===== src/rtl/rev_code_if.sv =====
// Sensor/range-FSM side signals of the tachometer revolution-code encoder.
// master = the environment driving en/pulse_in, slave = the encoder.
interface rev_code_if #(
  parameter int CNT_W = 8
);
  logic             en;
  logic             pulse_in;
  logic [1:0]       R;
  logic             A;
  logic             upd;
  logic [CNT_W-1:0] count;

  modport master (output en, output pulse_in, input R, input A, input upd, input count);
  modport slave  (input en, input pulse_in, output R, output A, output upd, output count);
endinterface


===== src/rtl/rev_code_encoder.sv =====
// Tachometer front end: counts synchronized pulse edges per gate window and maps the
// count to the revolution code R / on-off flag A. Optional input filter: TACH_DEBOUNCE_EN.
module rev_code_encoder #(
  parameter int WINDOW_CYCLES = 1000,
  parameter int CNT_W         = 8,
  parameter int TH1           = 10,
  parameter int TH2           = 40,
  parameter int TH3           = 80,
  parameter int DEB_CYCLES    = 4
) (
  input  logic       clk,
  input  logic       reset,
  rev_code_if.slave  bus
);

  localparam int WCNT_W = (WINDOW_CYCLES > 2) ? $clog2(WINDOW_CYCLES) : 1;
  localparam logic [WCNT_W-1:0] WLAST = WCNT_W'(WINDOW_CYCLES - 1);
  localparam logic [31:0] TH1_U = 32'(TH1);
  localparam logic [31:0] TH2_U = 32'(TH2);
  localparam logic [31:0] TH3_U = 32'(TH3);

  if (WINDOW_CYCLES < 4 || TH1 >= TH2 || TH2 >= TH3 || DEB_CYCLES < 1) begin : g_param_err
    $error("rev_code_encoder: illegal parameter set");
  end

  typedef enum logic [1:0] {
    IDLE    = 2'b00,
    ARM     = 2'b01,
    MEASURE = 2'b10
  } state_t;

  state_t           state_q, state_d;
  logic [WCNT_W-1:0] wcnt_q, wcnt_d;
  logic [CNT_W-1:0] pcnt_q, pcnt_d;
  logic [CNT_W-1:0] count_q, count_d;
  logic [CNT_W-1:0] final_s;
  logic [1:0]       r_q, r_d;
  logic             a_q, a_d;
  logic             upd_q, upd_d;

  logic sync1_q, sync1_d;
  logic sync2_q, sync2_d;
  logic prev_q, prev_d;
  logic edge_q, edge_d;
  logic level_s;

`ifdef TACH_DEBOUNCE_EN
  localparam int DEB_W = $clog2(DEB_CYCLES + 1);
  localparam logic [DEB_W-1:0] DEB_LAST = DEB_W'(DEB_CYCLES - 1);
  logic             filt_q, filt_d;
  logic [DEB_W-1:0] deb_q, deb_d;
`endif

  function automatic logic [CNT_W-1:0] sat_inc(input logic [CNT_W-1:0] c, input logic e);
    if (e && (c != {CNT_W{1'b1}})) begin
      return c + CNT_W'(1);
    end else begin
      return c;
    end
  endfunction

  function automatic logic [1:0] classify(input logic [CNT_W-1:0] c);
    logic [31:0] cw;
    cw = 32'(c);
    if (cw >= TH3_U) begin
      return 2'b11;
    end else if (cw >= TH2_U) begin
      return 2'b10;
    end else if (cw >= TH1_U) begin
      return 2'b01;
    end else begin
      return 2'b00;
    end
  endfunction

  // Input path: 2-flop synchronizer, optional level filter, rising-edge detector.
  always_comb begin
    sync1_d = bus.pulse_in;
    sync2_d = sync1_q;
`ifdef TACH_DEBOUNCE_EN
    filt_d = filt_q;
    deb_d  = deb_q;
    if (state_q == IDLE) begin
      filt_d = 1'b0;
      deb_d  = '0;
    end else if (sync2_q != filt_q) begin
      if (deb_q == DEB_LAST) begin
        filt_d = sync2_q;
        deb_d  = '0;
      end else begin
        deb_d = deb_q + DEB_W'(1);
      end
    end else begin
      deb_d = '0;
    end
    level_s = filt_q;
`else
    level_s = sync2_q;
`endif
    prev_d = level_s;
    edge_d = level_s & ~prev_q;
  end

  // Input path registers.
  always_ff @(posedge clk or posedge reset) begin
    if (reset) begin
      sync1_q <= 1'b0;
      sync2_q <= 1'b0;
      prev_q  <= 1'b0;
      edge_q  <= 1'b0;
`ifdef TACH_DEBOUNCE_EN
      filt_q  <= 1'b0;
      deb_q   <= '0;
`endif
    end else begin
      sync1_q <= sync1_d;
      sync2_q <= sync2_d;
      prev_q  <= prev_d;
      edge_q  <= edge_d;
`ifdef TACH_DEBOUNCE_EN
      filt_q  <= filt_d;
      deb_q   <= deb_d;
`endif
    end
  end

  // Window sequencing and output next-state; en low overrides everything, even a closing window.
  always_comb begin
    state_d = state_q;
    wcnt_d  = wcnt_q;
    pcnt_d  = pcnt_q;
    count_d = count_q;
    r_d     = r_q;
    a_d     = a_q;
    upd_d   = 1'b0;
    final_s = sat_inc(pcnt_q, edge_q);
    if (!bus.en) begin
      state_d = IDLE;
      wcnt_d  = '0;
      pcnt_d  = '0;
      count_d = '0;
      r_d     = 2'b00;
      a_d     = 1'b0;
    end else begin
      case (state_q)
        IDLE: begin
          state_d = ARM;
          wcnt_d  = '0;
          pcnt_d  = '0;
          count_d = '0;
          r_d     = 2'b00;
          a_d     = 1'b1;
        end
        ARM: begin
          state_d = MEASURE;
          wcnt_d  = '0;
          pcnt_d  = '0;
          a_d     = 1'b1;
        end
        MEASURE: begin
          a_d = 1'b1;
          if (wcnt_q == WLAST) begin
            wcnt_d  = '0;
            pcnt_d  = '0;
            count_d = final_s;
            r_d     = classify(final_s);
            upd_d   = 1'b1;
          end else begin
            wcnt_d = wcnt_q + WCNT_W'(1);
            pcnt_d = final_s;
          end
        end
        default: begin
          state_d = IDLE;
          wcnt_d  = '0;
          pcnt_d  = '0;
          count_d = '0;
          r_d     = 2'b00;
          a_d     = 1'b0;
        end
      endcase
    end
  end

  // FSM, counters and registered outputs.
  always_ff @(posedge clk or posedge reset) begin
    if (reset) begin
      state_q <= IDLE;
      wcnt_q  <= '0;
      pcnt_q  <= '0;
      count_q <= '0;
      r_q     <= 2'b00;
      a_q     <= 1'b0;
      upd_q   <= 1'b0;
    end else begin
      state_q <= state_d;
      wcnt_q  <= wcnt_d;
      pcnt_q  <= pcnt_d;
      count_q <= count_d;
      r_q     <= r_d;
      a_q     <= a_d;
      upd_q   <= upd_d;
    end
  end

  assign bus.R     = r_q;
  assign bus.A     = a_q;
  assign bus.upd   = upd_q;
  assign bus.count = count_q;

endmodule


===== src/flat_wrapper.sv =====
// flat-port wrapper written by rule: the top's interface ports become plain ports
module rev_code_encoder_flat 
#(
  parameter int WINDOW_CYCLES = 1000,
  parameter int CNT_W         = 8,
  parameter int TH1           = 10,
  parameter int TH2           = 40,
  parameter int TH3           = 80,
  parameter int DEB_CYCLES    = 4
)
  (clk, reset, bus_en, bus_pulse_in, bus_R, bus_A, bus_upd, bus_count);
  rev_code_if #(.CNT_W(CNT_W)) bus_i ();
  input  logic clk;
  input  logic reset;
  input wire logic [$bits(bus_i.en)-1:0] bus_en;
  input wire logic [$bits(bus_i.pulse_in)-1:0] bus_pulse_in;
  output wire logic [$bits(bus_i.R)-1:0] bus_R;
  output wire logic [$bits(bus_i.A)-1:0] bus_A;
  output wire logic [$bits(bus_i.upd)-1:0] bus_upd;
  output wire logic [$bits(bus_i.count)-1:0] bus_count;
  assign bus_i.en = bus_en;
  assign bus_i.pulse_in = bus_pulse_in;
  assign bus_R = bus_i.R;
  assign bus_A = bus_i.A;
  assign bus_upd = bus_i.upd;
  assign bus_count = bus_i.count;
  rev_code_encoder #(.WINDOW_CYCLES(WINDOW_CYCLES), .CNT_W(CNT_W), .TH1(TH1), .TH2(TH2), .TH3(TH3), .DEB_CYCLES(DEB_CYCLES)) u_core (.clk(clk), .reset(reset), .bus(bus_i));
endmodule

===== config.mk =====
export PLATFORM = sky130hd
export DESIGN_NAME = rev_code_encoder_flat
export DESIGN_NICKNAME = d
export VERILOG_FILES = /design/src/rtl/rev_code_if.sv /design/src/rtl/rev_code_encoder.sv /design/src/flat_wrapper.sv
export SDC_FILE = /design/constraint.sdc
export NUM_CORES = 1
export LEC_CHECK = 0
export BUFFER_PORTS_ARGS = -buffer_cell sky130_fd_sc_hd__buf_2
export CORE_AREA = 2 2 56 111
export CTS_BUF_LIST = sky130_fd_sc_hd__clkbuf_8
export CTS_CLUSTER_SIZE = 25
export DETAILED_ROUTE_END_ITERATION = 16
export DIE_AREA = 0 0 58 113
export GPL_TIMING_DRIVEN = 1
export PLACE_DENSITY_LB_ADDON = 0.08
export REMOVE_ABC_BUFFERS = 1
export SLEW_MARGIN = 20
export SYNTH_ARGS = -nofsm -noshare
export SYNTH_HDL_FRONTEND = slang
export SYNTH_SLANG_ARGS = --single-unit

===== constraint.sdc =====
create_clock -name clk -period 2.25 [get_ports clk]
set_clock_uncertainty 0.15 [all_clocks]
set_input_delay 0 -clock clk [delete_from_list [all_inputs] [get_ports clk]]
set_output_delay 0 -clock clk [all_outputs]
set_load 0.01 [all_outputs]

* Word level (Yosys, flattened, before mapping)
Cells that the tools add are included.
W data, S select, Z words.
** Storage, ports and cells
- Logic and storage cells :: 52
- Memory bits (writable) :: 0
- Bits of input ports :: 4
- Bits in registers :: 36
- Output and inout port bits :: 12
- ROM bits :: 0
- Bits in latches :: 0
- Memories kept :: 0
** Operators by class
- Equal/unequal tests :: 7
- Shifts and indexed selects :: 0
- $mul :: 0
- Div/mod/pow operators :: 0
- Muxes and demuxes :: 23
- Bitwise gates (word level) :: 2
- Add/subtract/negate cells :: 2
- Reductions and logical operators :: 4
- Order comparisons :: 3
** Operators with widths (count)
- $mux W8 :: 6
- $mux W10 :: 3
- $pmux W8 S2 :: 1
- $add A10 B1 Y10 const B :: 1
- $eq A10 B10 Y1 const B :: 1
- $mux W2 :: 5
- $add A8 B1 Y8 const B :: 1
- $ge A8 B4 Y1 const B :: 1
- $ge A8 B6 Y1 const B :: 1
- $ge A8 B7 Y1 const B :: 1
- $ne A8 B8 Y1 const B :: 1
- $mux W1 :: 6
- $pmux W2 S3 :: 1
- $ne A2 B2 Y1 const B :: 2
- $pmux W2 S2 :: 1
- $ne A3 B2 Y1 const B :: 1
- $reduce_or A3 Y1 :: 1
- $eq A2 B1 Y1 const B :: 1
- $eq A2 B2 Y1 const B :: 1
- $logic_not A2 Y1 :: 1
- $reduce_and A2 Y1 :: 1
- $and A1 B1 Y1 :: 1
- $logic_and A1 B1 Y1 :: 1
- $not A1 Y1 :: 1

* Depth between registers and ports, before layout
Gate-level depths: netlist of run 1.
- Depth after elaboration :: 10
- Depth in mapped cells :: 7
- Gate-level depth less buffers :: 6

* Least setup slack after synthesis of run 1
Ideal clock, no wire load.
- Kind :: register -> register
- Start :: register u_core.pcnt_q[1]
- End :: register u_core.r_q[0] (netlist: u_core.bus.R[0])
- Arrival time :: 1681 ps
- Buffers on the path :: 0
- Setup slack :: 323 ps
- Period minus slack after synthesis :: 1927 ps
- Cell stages (with the launch flop) :: 7
- Path through :: dfrtp_1 -> ha_1 -> and4_4 -> a211oi_2 -> or2_1 -> o311a_1 -> o32ai_2
** Between the ends
- Word-level cells in the longest chain between the ends :: 10
- Elaborated cells between the ends (all ways) :: 13
- Classes of those cells :: add/sub: 1; order compare: 3; eq/ne: 1; mux: 7; reduce/logical: 1
** Ends and longest elaborated chain
- start, declared :: RTL line rev_code_encoder.sv:34 : logic [CNT_W-1:0] pcnt_q, pcnt_d;
- start signal, assigned :: RTL line rev_code_encoder.sv:198 : pcnt_q <= pcnt_d;
- branches (longest 2 deep; another with $add A8 B1 Y8)
- $mux W8 (*) :: RTL line rev_code_encoder.sv:55 : if (e && (c != {CNT_W{1'b1}})) begin
- $ge A8 B4 Y1 :: RTL line rev_code_encoder.sv:69 : end else if (cw >= TH1_U) begin
- $mux W1 :: RTL line rev_code_encoder.sv:69
- $mux W2 :: RTL line rev_code_encoder.sv:67 : end else if (cw >= TH2_U) begin
- $mux W2 (*) :: RTL line rev_code_encoder.sv:65 : if (cw >= TH3_U) begin
- $mux W2 (*) :: RTL line rev_code_encoder.sv:162 : if (wcnt_q == WLAST) begin
- $pmux W2 S2 (*) :: RTL line rev_code_encoder.sv:145 : case (state_q)
- $mux W2 (*) :: RTL line rev_code_encoder.sv:137 : if (!bus.en) begin
- end signal, assigned :: RTL line rev_code_encoder.sv:200 : r_q <= r_d;
- end, declared :: RTL line rev_code_encoder.sv:37 : logic [1:0] r_q, r_d;
Every way passes the cells marked *. The select of a mux whose other input is x is not followed.
A chain may end at the register's enable or synchronous reset.

* Worst setup path in the final report of run 1
Same ends and word-level chain as after synthesis.

==> qor_table.md, run 1 <==
| Quantity | Value |
|---|---|
| Status | complete, no violations |
| Cell count after synthesis | 156 |
| Slew Limit Fails | 0 |
| Overall die area | 0.006554 mm2 |
| Number of primary I/O pins | 16 |
| Detail-routed net length per standard cell | 16.23 um |
| Critical-path maximum fanout | 6 |
| Routability Congestion | 0.8319 |
| Data arrival time of the worst path | 2130 ps |
| Cell area after layout | 0.001973 mm2 |
| Endpoints failing hold | 0 |
| Global-route wire length before repair | 6.679 mm |
| Area added between synthesis and finish | 18.93% |
| Register-to-register setup slack | 170 ps |
| Reg-to-reg startpoint | u_core.pcnt_q[1]$_DFF_PP0_ |
| Drt total wl | 3.977 mm |
| Tightest Hold Check Type | in2async |
| Critical path startpoint category | register |
| Power per Cell Area | 643.6 mW/mm2 |
| Proportion of layout cells with a drive suffix above 1 | 21.20% |
| Maximum ir drop on the vdd rail | 534.8 uV |
| Final critical-path share of the clock period | 92.44% |
| CTS buffer count | 5 |
| Initial cell density of the core | 29.31% |
| Summed negative setup slack over all endpoints | 0 ps |
| Average cell area after synthesis | 10.64 um2 |
| Peak per-stage delay on the critical path | 400 ps |
| Number of synthesized register bits | 36 |
| Via/cell ratio | 5.294 |
| F_max | 480.8 MHz |
| Class of the most critical setup path | reg2reg |
| First-pass iteration count of the detailed router | 4 |
| Core footprint | 0.005660 mm2 |
| DPL Wire Length | 2.981 mm |
| Global-route total usage across every layer | 13.95% |
| CP bufs+invs | 0 |
| Measured slew at the worst slew-check pin | 463.6 ps |
| Nets@finish | 190 |
| Critical path's top delay family | compound AO/OA/AOI/OAI gates |
| Site Rows | 39 |
| N_diodes | 0 |
| Max-capacitance violation count | 0 |
| Count of unique library cells instantiated by Yosys | 46 |
| Most instantiated flip-flop cell in the synthesis netlist | sky130_fd_sc_hd__dfrtp_1 |
| Capture point of the worst reg-to-reg path | u_core.bus.R[0]$_DFFE_PP0P_ |
| Count of buffers from port buffering | 15 |
| Clock Pin Slew Worst Setup and Hold Paths | 70 ps |
| Post-detailed-route DRC marker count | 0 |
| Post-synthesis async set-or-reset flop share | 100.0% |
| Number of routed nets with antenna violations | 0 |
| Total setup violations reported at the end of the flow | 0 |
| LEAKAGE | 0.9029 nW |
| Element type at the critical path end | register |
| YS warnings | 0 |
| Vertical extent of the die | 113 um |
| Via count of the first global-routing pass | 1346 |
| Iteration-0 DRC count of the detailed router | 29 |
| Slew margin rel. | 69.09% |
| Remaining Overflow, GRT | 0 |
| Total clock sinks | 36 |
| Post-Synthesis Cell Area | 0.001659 mm2 |
| Number of levels the H-tree was split into | 2 |
| Post-synth EDFFs | 0 |
| DIE WIDTH | 58 um |
| Depth of the worst register-to-register path | 6 |
| Clock buffer depth | 2 |
| Critical Path Slowest Stage Cell | sky130_fd_sc_hd__dfrtp_1 |
| Total placed instance area | 0.001839 mm2 |
| Period minus WS final | 2080 ps |
| Unrepaired setup endpoints after global routing | no |
| TritonCTS clock tree | built |
| Clk Latency, worst-skew pair | 290 ps |
| Antenna violations before repair | 0 |
| Crit path required time | 2300 ps |
| Pin count of the biggest net entering global routing | 37 |
| Part of the Yosys area used for sequential elements | 54.30% |
| Ordered cell list for the critical path | ha_1 > and4_4 > a211oi_2 > or2_1 > o311a_1 > o32ai_2 |
| Library cell used as clock root buffer | sky130_fd_sc_hd__clkbuf_8 |
| Total vias in the final route | 1297 |
| Number of buffers inserted by post-CTS setup repair | 0 |
-- state kept, by name (all words and copies together) (netlist names) --
name,flops
u_core.bus.count,8
u_core.level_s,1
u_core.bus.A,1
u_core.sync1_q,1
u_core.edge_q,1
u_core.wcnt_q,10
u_core.bus.upd,1
u_core.prev_q,1
u_core.state_q,2
u_core.bus.R,2
u_core.pcnt_q,8
-- where the power goes --
part,leakage [nW],switching (mW),internal [mW],total [mW]
combinational,0.362,0.0573,0.0358,0.0931
clock,0.0503,0.225,0.273,0.498
sequential,0.491,0.0173,0.662,0.679
total,0.903,0.300,0.970,1.27
-- what timing repair did --
| action | 4_1_cts | 5_1_grt |
|---|---|---|
| hold endpoints to repair | 42 | 0 |
| resized for setup | 0 | 1 |
| setup endpoints to repair | 0 | 1 |
| hold buffers | 3 | 0 |
-- Yosys cell counts, types with 2 or more instances --
| library cell | number | area, um2 |
|---|---|---|
| sky130_fd_sc_hd__o31ai_1 | 2 | 15.01 |
| sky130_fd_sc_hd__mux2_2 | 2 | 22.52 |
| sky130_fd_sc_hd__ha_1 | 2 | 25.02 |
| sky130_fd_sc_hd__xor2_1 | 3 | 26.28 |
| sky130_fd_sc_hd__nand2_1 | 14 | 52.55 |
| sky130_fd_sc_hd__mux2i_1 | 2 | 20.02 |
| sky130_fd_sc_hd__nor2b_1 | 5 | 31.28 |
| sky130_fd_sc_hd__inv_1 | 4 | 15.01 |
| sky130_fd_sc_hd__nor3_1 | 2 | 10.01 |
| sky130_fd_sc_hd__o21ai_0 | 3 | 15.01 |
| sky130_fd_sc_hd__and3_1 | 8 | 50.05 |
| sky130_fd_sc_hd__o21ai_1 | 2 | 10.01 |
| sky130_fd_sc_hd__nand3b_1 | 2 | 15.01 |
| sky130_fd_sc_hd__xnor2_1 | 7 | 61.31 |
| sky130_fd_sc_hd__nand3_1 | 7 | 35.03 |
| sky130_fd_sc_hd__and4_1 | 2 | 17.52 |
| sky130_fd_sc_hd__a32o_1 | 2 | 20.02 |
| sky130_fd_sc_hd__dfrtp_1 | 36 | 900.9 |
| sky130_fd_sc_hd__nor2_1 | 19 | 71.32 |
| sky130_fd_sc_hd__a21oi_1 | 3 | 15.01 |
| sky130_fd_sc_hd__a31oi_1 | 2 | 12.51 |
| sky130_fd_sc_hd__and2_1 | 3 | 18.77 |
-- worst max-delay path by stage --
stage                                    start                          end  slack, ps  cells after the start
floorplan           u_core.pcnt_q[1]$_DFF_PP0_  u_core.bus.R[0]$_DFFE_PP0P_        320                      6
global placement    u_core.pcnt_q[0]$_DFF_PP0_  u_core.bus.R[0]$_DFFE_PP0P_        240                      6
detailed placement  u_core.pcnt_q[1]$_DFF_PP0_  u_core.bus.R[0]$_DFFE_PP0P_        160                      5
CTS                 u_core.pcnt_q[1]$_DFF_PP0_  u_core.bus.R[0]$_DFFE_PP0P_        170                      5
global route        u_core.pcnt_q[0]$_DFF_PP0_  u_core.bus.R[0]$_DFFE_PP0P_         30                      6
finish              u_core.pcnt_q[1]$_DFF_PP0_  u_core.bus.R[0]$_DFFE_PP0P_        170                      6
-- area by class of cell --
class | count | area, um2
well taps | 61 | 76.32
fillers | 585 | 3687
flip-flops and latches | 36 | 900.9
repair buffers | 24 | 150.1
inverters | 5 | 18.77
multi-input cells | 112 | 730.7
clock buffers | 7 | 96.34
-- layer usage --
metal | vias up | track usage, % | share of wire (%)
met1 | 653 | 13.79 | 36
met4 | 0 | 9.457 | 5.3
met3 | 13 | 3.200 | 2.2
met2 | 25 | 24.70 | 56
li1 | 606 | - | -
met5 | - | 0 | 0
-- through the flow --
step	utilization (%)	power (mW)	std cells	worst slack, ps	hold slack (ps)
6_report	34.86	1.270	245	170.1	199.4
5_1_grt	34.86	1.329	245	29.24	208.7
3_5_place_dp	32.49	0.7847	235	163.7	-39.81
4_1_cts	34.73	1.297	245	167.9	196.9
2_1_floorplan	-	0.7393	153	323.1	-118.6
3_3_place_gp	32.49	0.7830	235	241.5	-41.25
-- cells in the final DEF, fill, tap and decap left out, drive strengths merged, types with 3 or more instances in the layout --
cell         instances
and2                 3
dlygate4sd3          3
nor2                19
a21oi                3
xor2                 3
and3                 9
dfrtp               36
and4                 3
inv                  5
xnor2                7
clkbuf               7
nand2               14
nand3                7
buf                 21
o21ai                5
nor2b                5
-- cells by family (layout without fill, tap and decap cells) --
| logic type | count (synthesis) | in the layout | share of synthesized area [%] |
|---|---|---|---|
| XOR/XNOR | 10 | 10 | 5.279 |
| AND/OR/NAND/NOR | 70 | 70 | 22.10 |
| multiplexers | 4 | 4 | 2.564 |
| buffers and inverters | 8 | 36 | 2.111 |
| flip-flops | 36 | 36 | 54.30 |
| AO/OA/AOI/OAI | 26 | 26 | 12.14 |
| adder cells (fa/ha/maj) | 2 | 2 | 1.508 |
-- worst min-delay path: cells and delay by family --
family | cells | cell delay [ps]
buffers and inverters | 4 | 1080
Power figures use the tool's default switching activity.
==> run 2, diff against run 1 <==
- BUFFER_PORTS_ARGS: -buffer_cell sky130_fd_sc_hd__buf_2 -> -buffer_cell sky130_fd_sc_hd__buf_4
==> run 2 against run 1 <==
Compared with the run above: sequential share of layout area decreased by 0.43 points; sequential power about the same; final area increased by 0.95%; routed wire length increased by 0.96%; largest cell class unchanged; global-route usage decreased by 0.46 points.
==> qor_table.md, run 2 (same netlist as run 1, synthesis figures left out) <==
| Quantity | Value |
|---|---|
| Core footprint | 0.005660 mm2 |
| Post-detailed-route DRC marker count | 0 |
| Final critical-path share of the clock period | 93.73% |
| Routability Congestion | 0.7925 |
| Global-route wire length before repair | 6.555 mm |
| F_max | 474.2 MHz |
| Reg-to-reg startpoint | u_core.pcnt_q[0]$_DFF_PP0_ |
| Overall die area | 0.006554 mm2 |
| Class of the most critical setup path | reg2reg |
| Area added between synthesis and finish | 20.06% |
| DPL Wire Length | 2.974 mm |
| Total setup violations reported at the end of the flow | 0 |
| First-pass iteration count of the detailed router | 4 |
| Tightest Hold Check Type | reg2reg |
| Switching share of total power | 24.71% |
| Most common library cell in the layout ignoring fill and taps | sky130_fd_sc_hd__dfrtp_1 |
| Int Power | 0.9051 mW |
| Clock group share of total power | 35.5% |
| Critical path startpoint category | register |
| Drt total wl | 4.015 mm |
| Nets@finish | 190 |
| Top register by number of flip-flops | u_core.wcnt_q |
| Initial cell density of the core | 29.31% |
| Maximum ir drop on the vdd rail | 351.7 uV |
| Share of power burned in registers | 56.7% |
| Switching power | 0.2970 mW |
| Clock buffer depth | 2 |
| Power per Cell Area | 603.5 mW/mm2 |
| Number of levels the H-tree was split into | 2 |
| Commonest cells after routing, fill and taps aside | 36 x sky130_fd_sc_hd__dfrtp_1, 21 x sky130_fd_sc_hd__buf_4, 19 x sky130_fd_sc_hd__nor2_1 |
| Number of buffers inserted by post-CTS setup repair | 0 |
| Portion of total power attributed to combinational logic | 7.8% |
| Clock Pin Slew Worst Setup and Hold Paths | 70 ps |
| Total clock sinks | 36 |
| Global-route total usage across every layer | 13.49% |
| Via/cell ratio | 5.196 |
| Slew Limit Fails | 0 |
| Measured slew at the worst slew-check pin | 470.2 ps |
| Remaining Overflow, GRT | 0 |
| Overall Power | 1.202 mW |
| Origin of the worst setup path | u_core.pcnt_q[0]$_DFF_PP0_ |
| Site Rows | 39 |
| Fillers | 600 |
| Pin count of the biggest net entering global routing | 37 |
| Critical-path maximum fanout | 6 |
| Summed negative setup slack over all endpoints | 0 ps |
| Slew margin rel. | 68.65% |
| Hold Crit Start | u_core.sync1_q$_DFF_PP0_ |
| Endpoints failing hold | 0 |
| Number of primary I/O pins | 16 |
| Number of flip-flops in the largest register | 10 |
| DIE WIDTH | 58 um |
| CTS buffer count | 5 |
| Vertical extent of the die | 113 um |
| Unrepaired setup endpoints after global routing | no |
| N_diodes | 0 |
| Iteration-0 DRC count of the detailed router | 21 |
| Crit path required time | 2290 ps |
| Proportion of layout cells with a drive suffix above 1 | 20.65% |
| Total vias in the final route | 1273 |
| Status | complete, no violations |
| Period minus WS final | 2109 ps |
| Max-capacitance violation count | 0 |
| Element type at the critical path end | register |
| Library cell used as clock root buffer | sky130_fd_sc_hd__clkbuf_8 |
| Antenna violations before repair | 0 |
| Number of routed nets with antenna violations | 0 |
| Data arrival time of the worst path | 2150 ps |
| TritonCTS clock tree | built |
| Via count of the first global-routing pass | 1357 |
| Clk Latency, worst-skew pair | 280 ps |
| Count of buffers from port buffering | 15 |
| Detail-routed net length per standard cell | 16.39 um |
| LEAKAGE | 0.9000 nW |
==> run 2: per-stage QoR <==
step	setup slack [ps]	cell area (um2)	hold slack, ps	utilization [%]	std cells
final	141.0	1992	206.1	35.19	245
after global routing	25.36	1992	216.1	35.19	245
after CTS	143.1	1984	210.7	35.06	245
after detailed placement	141.2	1877	-38.63	33.16	235
after global placement	191.8	1877	-39.69	33.16	235
after floorplan	323.1	1643	-118.6	-	153
==> run 2: cell type report <==
| cell class | count | area (um2) | area share (%) |
|---|---|---|---|
| Clock buffer | 5 | 68.82 | 3.455 |
| Clock inverter | 2 | 8.758 | 0.4397 |
| Inverter | 5 | 18.77 | 0.9422 |
| Multi-Input combinational cell | 112 | 730.7 | 36.68 |
| Sequential cell | 36 | 900.9 | 45.23 |
| Tap cell | 61 | 76.32 | 3.832 |
| Timing Repair Buffer | 24 | 187.7 | 9.422 |
==> run 2: power by group through the flow <==
| stage | Combinational (mW) | Clock, mW | Sequential (mW) |
|---|---|---|---|
| 2_1_floorplan | 0.0501 | 0 | 0.689 |
| 3_3_place_gp | 0.0915 | 0 | 0.692 |
| 3_5_place_dp | 0.0931 | 0 | 0.695 |
| 4_1_cts | 0.0976 | 0.446 | 0.682 |
| 5_1_grt | 0.105 | 0.471 | 0.684 |
| 6_report | 0.0935 | 0.426 | 0.682 |
==> run 2: path summary, 6_finish.rpt <==
path	endpoint	cells past startpoint	slack, ps
worst max-delay path	u_core.bus.R[0]$_DFFE_PP0P_	6	140
worst min-delay path	u_core.level_s$_DFF_PP0_	0	210
worst max register to register	u_core.bus.R[0]$_DFFE_PP0P_	6	140
worst min register to register	u_core.level_s$_DFF_PP0_	0	210
max in group asynchronous	u_core.pcnt_q[7]$_DFF_PP0_	4	1380
min in group asynchronous	u_core.sync1_q$_DFF_PP0_	4	240
==> run 2: routing by layer <==
| metal | GRT usage (%) | vias to the layer above | wire, um |
|---|---|---|---|
| met5 | 0 | - | 0 |
| met2 | 24.55 | 26 | 2259 |
| met3 | 2.857 | 11 | 106 |
| li1 | - | 606 | - |
| met4 | 8.372 | 0 | 169 |
| met1 | 13.22 | 630 | 1480 |
==> run 2: repair_timing <==
action,in CTS,in global routing
setup endpoints to repair,0,1
hold buffers,3,0
endpoints found under the hold margin,42,0
gates resized for setup,0,1
==> run 2: critical path, cell delays in order, from the launching register on <==
cell	delay [ps]
sky130_fd_sc_hd__dfrtp_1	420
sky130_fd_sc_hd__ha_1	270
sky130_fd_sc_hd__and4_4	290
sky130_fd_sc_hd__a211oi_2	80
sky130_fd_sc_hd__or2_1	260
sky130_fd_sc_hd__o311a_1	360
sky130_fd_sc_hd__o32ai_2	200
